==> src/rtl/deserializador_com_pkg.sv <==
// Shared definitions for the serial link: comma symbol, lock threshold and FSM state codes.
// Also used by the upstream paralelo-serial stage so both ends agree on the idle symbol.
package deserializador_com_pkg;

  localparam logic [7:0] COM_SYM       = 8'hBC;
  localparam int         BC_NEEDED_DEF = 4;

  typedef logic [1:0] state_t;

  localparam state_t ST_HUNT    = 2'd0;
  localparam state_t ST_LOCKING = 2'd1;
  localparam state_t ST_ACTIVE  = 2'd2;

endpackage

==> src/rtl/deserializador_com_rx_shift_window.sv <==
// Serial-in shift register presenting the byte that ends at the current bit.
// Seven past bits are stored; the live data_in completes the 8-bit window.
module rx_shift_window (
  input  logic       clk_32f,
  input  logic       reset,
  input  logic       data_in,
  output logic [7:0] window
);

  logic [6:0] sr_q;
  logic [6:0] sr_d;

  always_comb begin
    sr_d = {sr_q[5:0], data_in};
  end

  always_ff @(posedge clk_32f) begin
    if (reset) begin
      sr_q <= 7'd0;
    end else begin
      sr_q <= sr_d;
    end
  end

  assign window = {sr_q, data_in};

endmodule

==> src/rtl/deserializador_com.sv <==
// Comma-aligned serial-to-parallel receiver: hunts for COM at any bit offset,
// locks after BC_NEEDED aligned COMs, then emits one byte every 8 clk_32f cycles.
//
// state      | meaning
// HUNT       | searching every bit position for COM
// LOCKING    | counting aligned COMs at byte boundaries
// ACTIVE     | locked; publishing a byte at each boundary
module deserializador_com
  import deserializador_com_pkg::*;
#(
  parameter logic [7:0] COM       = COM_SYM,
  parameter int         BC_NEEDED = BC_NEEDED_DEF
) (
  input  logic       clk_32f,
  input  logic       reset,
  input  logic       data_in,
  output logic [7:0] data_out,
  output logic       valid_out,
  output logic       byte_strobe,
  output logic       inserter
);

  localparam int             BCW    = $clog2(BC_NEEDED + 1);
  localparam logic [BCW-1:0] BC_MAX = BCW'(BC_NEEDED);

  logic [7:0]     window;
  state_t         state_q, state_d;
  logic [2:0]     bit_cnt_q, bit_cnt_d;
  logic [BCW-1:0] bc_cnt_q, bc_cnt_d;
  logic [BCW-1:0] bc_inc;
  logic [7:0]     data_out_q, data_out_d;
  logic           valid_q, valid_d;
  logic           strobe_q, strobe_d;
  logic           ins_q, ins_d;
  logic           is_com;
  logic           boundary;

  rx_shift_window u_window (
    .clk_32f (clk_32f),
    .reset   (reset),
    .data_in (data_in),
    .window  (window)
  );

  assign is_com   = (window == COM);
  assign boundary = (bit_cnt_q == 3'd7);
  assign bc_inc   = (bc_cnt_q == BC_MAX) ? bc_cnt_q : bc_cnt_q + BCW'(1);

  always_comb begin
    state_d    = state_q;
    bit_cnt_d  = bit_cnt_q + 3'd1;
    bc_cnt_d   = bc_cnt_q;
    data_out_d = data_out_q;
    valid_d    = valid_q;
    strobe_d   = 1'b0;
    ins_d      = ins_q;
    case (state_q)
      ST_HUNT: begin
        if (is_com) begin
          bit_cnt_d = 3'd0;
          bc_cnt_d  = BCW'(1);
          if (BC_NEEDED <= 1) begin
            state_d = ST_ACTIVE;
            ins_d   = 1'b1;
          end else begin
            state_d = ST_LOCKING;
          end
        end
      end
      ST_LOCKING: begin
        if (boundary) begin
          if (is_com) begin
            bc_cnt_d = bc_inc;
            if (bc_inc == BC_MAX) begin
              state_d = ST_ACTIVE;
              ins_d   = 1'b1;
            end
          end else begin
            // Failing byte is consumed here; hunting resumes on the next bit.
            bc_cnt_d = '0;
            state_d  = ST_HUNT;
          end
        end
      end
      ST_ACTIVE: begin
        if (boundary) begin
          data_out_d = window;
          valid_d    = !is_com;
          strobe_d   = 1'b1;
        end
      end
      default: begin
        state_d = ST_HUNT;
      end
    endcase
  end

  always_ff @(posedge clk_32f) begin
    if (reset) begin
      state_q    <= ST_HUNT;
      bit_cnt_q  <= 3'd0;
      bc_cnt_q   <= '0;
      data_out_q <= 8'h00;
      valid_q    <= 1'b0;
      strobe_q   <= 1'b0;
      ins_q      <= 1'b0;
    end else begin
      state_q    <= state_d;
      bit_cnt_q  <= bit_cnt_d;
      bc_cnt_q   <= bc_cnt_d;
      data_out_q <= data_out_d;
      valid_q    <= valid_d;
      strobe_q   <= strobe_d;
      ins_q      <= ins_d;
    end
  end

  assign data_out    = data_out_q;
  assign valid_out   = valid_q;
  assign byte_strobe = strobe_q;
  assign inserter    = ins_q;

endmodule
==> config.mk <==
export PLATFORM = sky130hd
export DESIGN_NAME = deserializador_com
export DESIGN_NICKNAME = d
export VERILOG_FILES = /design/src/rtl/deserializador_com_pkg.sv /design/src/rtl/deserializador_com_rx_shift_window.sv /design/src/rtl/deserializador_com.sv
export SDC_FILE = /design/constraint.sdc
export NUM_CORES = 1
export LEC_CHECK = 0
export ABC_AREA = 1
export BUFFER_PORTS_ARGS = -buffer_cell sky130_fd_sc_hd__buf_4
export CORE_ASPECT_RATIO = 1.5
export CORE_UTILIZATION = 40
export DETAILED_ROUTE_END_ITERATION = 12
export PLACE_DENSITY = 0.61
export SYNTH_ARGS = -nofsm -noshare
export SYNTH_HDL_FRONTEND = slang
export SYNTH_SLANG_ARGS = --single-unit
export TNS_END_PERCENT = 1
==> constraint.sdc <==
create_clock -name clk_32f -period 1.5 [get_ports clk_32f]
set_input_delay 0.075 -clock clk_32f [delete_from_list [all_inputs] [get_ports clk_32f]]
set_output_delay 0.075 -clock clk_32f [all_outputs]
set_load 0.01 [all_outputs]
Yosys cells after proc, flatten, opt, wreduce, memory -nomap -nowiden:

Cells that the tools add are included.

* flip-flop bits (word level): 26
* input port bits: 3
* output and inout bits: 11
* word-level logic and storage cells: 41

* add/subtract/negate cells: 2
* eq/ne operators: 9
* mux-type cells: 13
* bitwise gates (word level): 1
* reduce and logical (&&, ||, !) cells: 8

Operator list (count)
* $mux 3: 6
* $eq 3x3->1 const B: 3
* $eq 8x8->1 const B: 1
* $mux 2: 4
* $reduce_and 4->1: 2
* $add 3x1->3 const B: 2
* $pmux 2 s3: 1
* $pmux 3 s2: 1
* $ne 2x2->1 const B: 2
* $ne 3x3->1 const B: 1
* $reduce_and 3->1: 1
* $eq 2x1->1 const B: 1
* $eq 2x2->1 const B: 1
* $logic_not 2->1: 1
* $reduce_and 2->1: 1
* $reduce_bool 2->1: 1
* $reduce_or 2->1: 1
* $logic_not 1->1: 1
* $mux 1: 1
* $not 1->1: 1

Longest topological paths before layout:

* depth in word-level cells: 7
* gate-level depth with buffers: 11
* mapped depth without buffers: 11

Cells and area by module:

From an unflattened synthesis, not the netlist that was laid out.

* cell total of the unflattened synthesis: 154
* area, all modules: 1113.6 µm²

Modules (own cells, without submodules)
* deserializador_com: times used 1, cells each 132, area each 913.4 µm², seq. area each 380.4 µm²
* rx_shift_window: times used 1, cells each 22, area each 200.2 µm², seq. area each 140.1 µm²

Least setup slack after synthesis:

No wires, ideal clock.

* path type: register -> register
* from: register bit_cnt_q[0]
* to: register state_q[0]
* setup time: 112 ps
* arrival time: 1253 ps
* required time: 1388 ps
* path slack: 135 ps
* cell stages (with the launch flop): 9
* path buffers: 0
* clock period less this slack: 1365 ps
* cell sequence: dfxtp_1 > ha_1 > ha_1 > o21ai_0 > nand2_4 > nand2_4 > nand2_1 > nand2_1 > nor2_2

* word-level cells in the longest chain between the ends: 3

Ends and longest elaborated chain
* from (decl): line deserializador_com.sv:28 `logic [2:0] bit_cnt_q, bit_cnt_d;`
* from (signal assigned): line deserializador_com.sv:109 `bit_cnt_q <= bit_cnt_d;`
* $eq 3x3->1: line deserializador_com.sv:46 `assign boundary = (bit_cnt_q == 3'd7);`
* net boundary: line deserializador_com.sv:36 `logic boundary;`
* $ne 2x2->1 (no source line)
* $reduce_and 4->1 (no source line)
* to (signal assigned): line deserializador_com.sv:108 `state_q <= state_d;`
* to (decl): line deserializador_com.sv:27 `state_t state_q, state_d;`

The timed path passes the listed nets, and every way through them passes these cells.
A chain may end at the register's enable or synchronous reset.

Final worst setup path:

* from: register bc_cnt_q[0]
* to: register state_q[0]

* word-level cells in the longest chain between the ends: 5
* elaborated cells on any way between the ends: 6
* classes of those cells: add/sub (1); eq/ne (3); mux (1); reduce/logical (1)

Ends and longest elaborated chain
* from (decl): line deserializador_com.sv:29 `logic [BCW-1:0] bc_cnt_q, bc_cnt_d;`
* from (signal assigned): line deserializador_com.sv:110 `bc_cnt_q <= bc_cnt_d;`
* $add 3x1->3 / $eq 3x3->1 (equally long branches): line deserializador_com.sv:47 `assign bc_inc = (bc_cnt_q == BC_MAX) ? bc_cnt_q : bc_cnt_q + BCW'(1);`
* $mux 3 (*): line deserializador_com.sv:47
* $eq 3x3->1 (*): line deserializador_com.sv:74 `if (bc_inc == BC_MAX) begin`
* $ne 3x3->1 (no source line) (*)
* $reduce_and 4->1 (no source line) (*)

Mark *: on every way between the ends. The rest lies on a longest branch, timed or not.

==> flow_summary.toml <==
[yosys]
synth_most_common_cell = "dfxtp_1"
synth_area_per_cell_um2 = 8.04
yosysTopAreaCellShare_pct = 46.6
synth.net_count = 146
netlist_top_cells_count = "dfxtp_1, inv_1, nand2_1, nor2_1, a21oi_1"
yosys.area.top_type = "dfxtp_1"
ys_seq_area_share_pct = 46.6
ys_seq_elements = 26
async_flop_share_pct = 0
synth_flop_cell = "dfxtp_1"
yosys-top-cells-area = "dfxtp_1, inv_1, a21oi_1"
synth_warnings = 0
synth.distinct_cells = 20
synth_edf_count = 0
synthesis.area_mm2 = 0.00112
syn_inst = 139

[clock_network]
cts_tree = "yes"
cts_sinks = 26
cts_root_buf = "clkbuf_8"
clock_latency_ps = 260
numCtsBuffers = 3
htree_levels = 1
cts_setup_buffers = 0
max-clock-path-buffers = 2
clkTransAtPathRegs_ps = 80

[setup_path]
cp_max_fo = 4
setup.worst_path.end_class = "register"
worstPathRequired_ps = 1710
crit_type = "reg -> reg"
worstRegToRegCells = 11
start_kind = "register"
arrival_ps = 1560

[global_routing]
grt_remaining_overflow = 0
grt_pass1_vias = 799
track_usage_pct = 15.3
grt_pass1_wl_um = 3330
antenna_found_initial = 0
grt_max_degree = 18

[hold_path]
hp-class = "in -> reg"
hold_path_depth = 3

[sta]
fmaxAchievable_ghz = 0.739
rsz0062_at_grt = "no"
maxSlewHeadroom_pct = 72.4
hold_viol_final = 0
fin_skew_ps = 4.02
fin_setup_tns_ps = 0
period_minus_slack_ps = 1350
worst_pin_slew_ps = 413
finalCritPeriodShare_pct = 90.2
setup_violations = 0
maxSlewViolCount = 0
hold_slack_ps = 42.0

[place]
hpwlAfterDp_um = 1490
postPlaceCellArea_mm2 = 0.00125
placed_cells = 187
port-buffer-count = 13
place_congestion = 0.788

[floorplan]
fp-row-count = 23
die-area_mm2 = 0.00301
die_w_um = 45.2
core-area_mm2 = 0.00265
pin_count = 14
start_util_pct = 42.2
die_h_um = 66.7

[pwr]
p_seq_share_pct = 59.5
internal-power_mw = 0.947
p_sw_mw = 0.236
swShare_pct = 20.0
peakVddDrop_mv = 0.461
fin_total_pwr_mw = 1.18
combPwrFrac_pct = 3.4
p_per_area_mw_per_mm2 = 890
leakage_nw = 0.590
clkPwrFrac_pct = 37.2

[outcome]
outcome = "finished clean"

[layout]
n_fill_cell = 273
area_growth_pct = 19.0
multi_input_area_um2 = 490
final_area_mm2 = 0.00133
drive_gt1_share_pct = 25.3
regArea_um2 = 524
nets = 162
antenna_cells = 0
instances_no_fill = 191

[routing]
drt_wl_total_um = 1960
drc_errors = 0
drt_first_pass_iters = 4
routedWlPerCell_um = 10.2
vias_per_cell = 4.52
num_vias = 863
antenna_left = 0
drt_iter0_markers = 14

[run]
cap_violations = 0
## flip-flops by register name, indices dropped and copies added, names as in the netlist
signal,cells
inserter,1
bit_cnt_q,3
valid_out,1
state_q,2
bc_cnt_q,3
data_out,8
byte_strobe,1
u_window.sr_q,7
## critical path, cell delays in order, from the launching register on
cell     delay [ps]
dfxtp_4         370
inv_1            60
ha_1            200
nand2_1          80
nand2_1          50
nand2_1          90
nand3_2         110
nand2_4         100
nand2_4          50
nand2_1          50
nand2_1          60
nor2_2           90
## cell type report
cell class | count | area share [%]
Sequential cell | 26 | 39.4
Multi-Input combinational cell | 81 | 36.9
Inverter | 29 | 8.18
Tap cell | 37 | 3.48
Timing Repair Buffer | 14 | 7.90
Clock buffer | 4 | 4.14
## power by group through the flow
stage | clock, mW | combinational, mW | sequential [mW]
after detailed placement | 0 | 0.0399 | 0.722
after global routing | 0.499 | 0.0477 | 0.705
final | 0.440 | 0.0397 | 0.704
after global placement | 0 | 0.0390 | 0.721
after CTS | 0.455 | 0.0402 | 0.706
after floorplan | 0 | 0.0300 | 0.720
## worst paths after layout
path | from | slack [ps] | endpoint
min | data_in | 40 | u_window.sr_q[0]
max | bc_cnt_q[0] | 150 | state_q[0]
max reg2reg | bc_cnt_q[0] | 150 | state_q[0]
min reg2reg | u_window.sr_q[3] | 440 | u_window.sr_q[4]
## cells in the final DEF (no fill, tap or decap), types with 6 or more instances in the layout
cell / instances
o21ai_1: 6
a21oi_1: 12
nand2_1: 15
dfxtp_1: 25
inv_1: 25
buf_4: 14
o21ai_0: 8
nor2_1: 15
## what timing repair did
action | CTS | global route
setup endpoints to repair | 0 | 8
hold buffers | 0 | 0
endpoints found under the hold margin | 0 | 0
resized for setup | 0 | 7
## kinds of logic (layout without fill, tap and decap cells)
kind of cell | after synthesis | in the layout | share of synthesized area (%)
compound gates | 27 | 27 | 12.1
fa+ha+maj | 4 | 4 | 4.48
buf+inv | 32 | 47 | 11.0
flops | 26 | 26 | 46.6
simple gates | 50 | 50 | 25.9
## metal layers
layer,part of all wire (%),vias to the layer above,GRT usage [%]
li1,-,457,-
met1,41,393,15.7
met2,55,9,28.3
met3,1.6,4,2.44
met4,2.0,0,7.95
met5,0,-,0
## metrics by stage
stage / setup slack, ps / utilization [%]
after floorplan: 135 / -
after global placement: 107 / 47.4
after detailed placement: 39.3 / 47.4
after CTS: 26.5 / 49.5
after global routing: 15.2 / 50.2
final: 147 / 50.2
No activity file was read; power rests on OpenSTA's default activity.
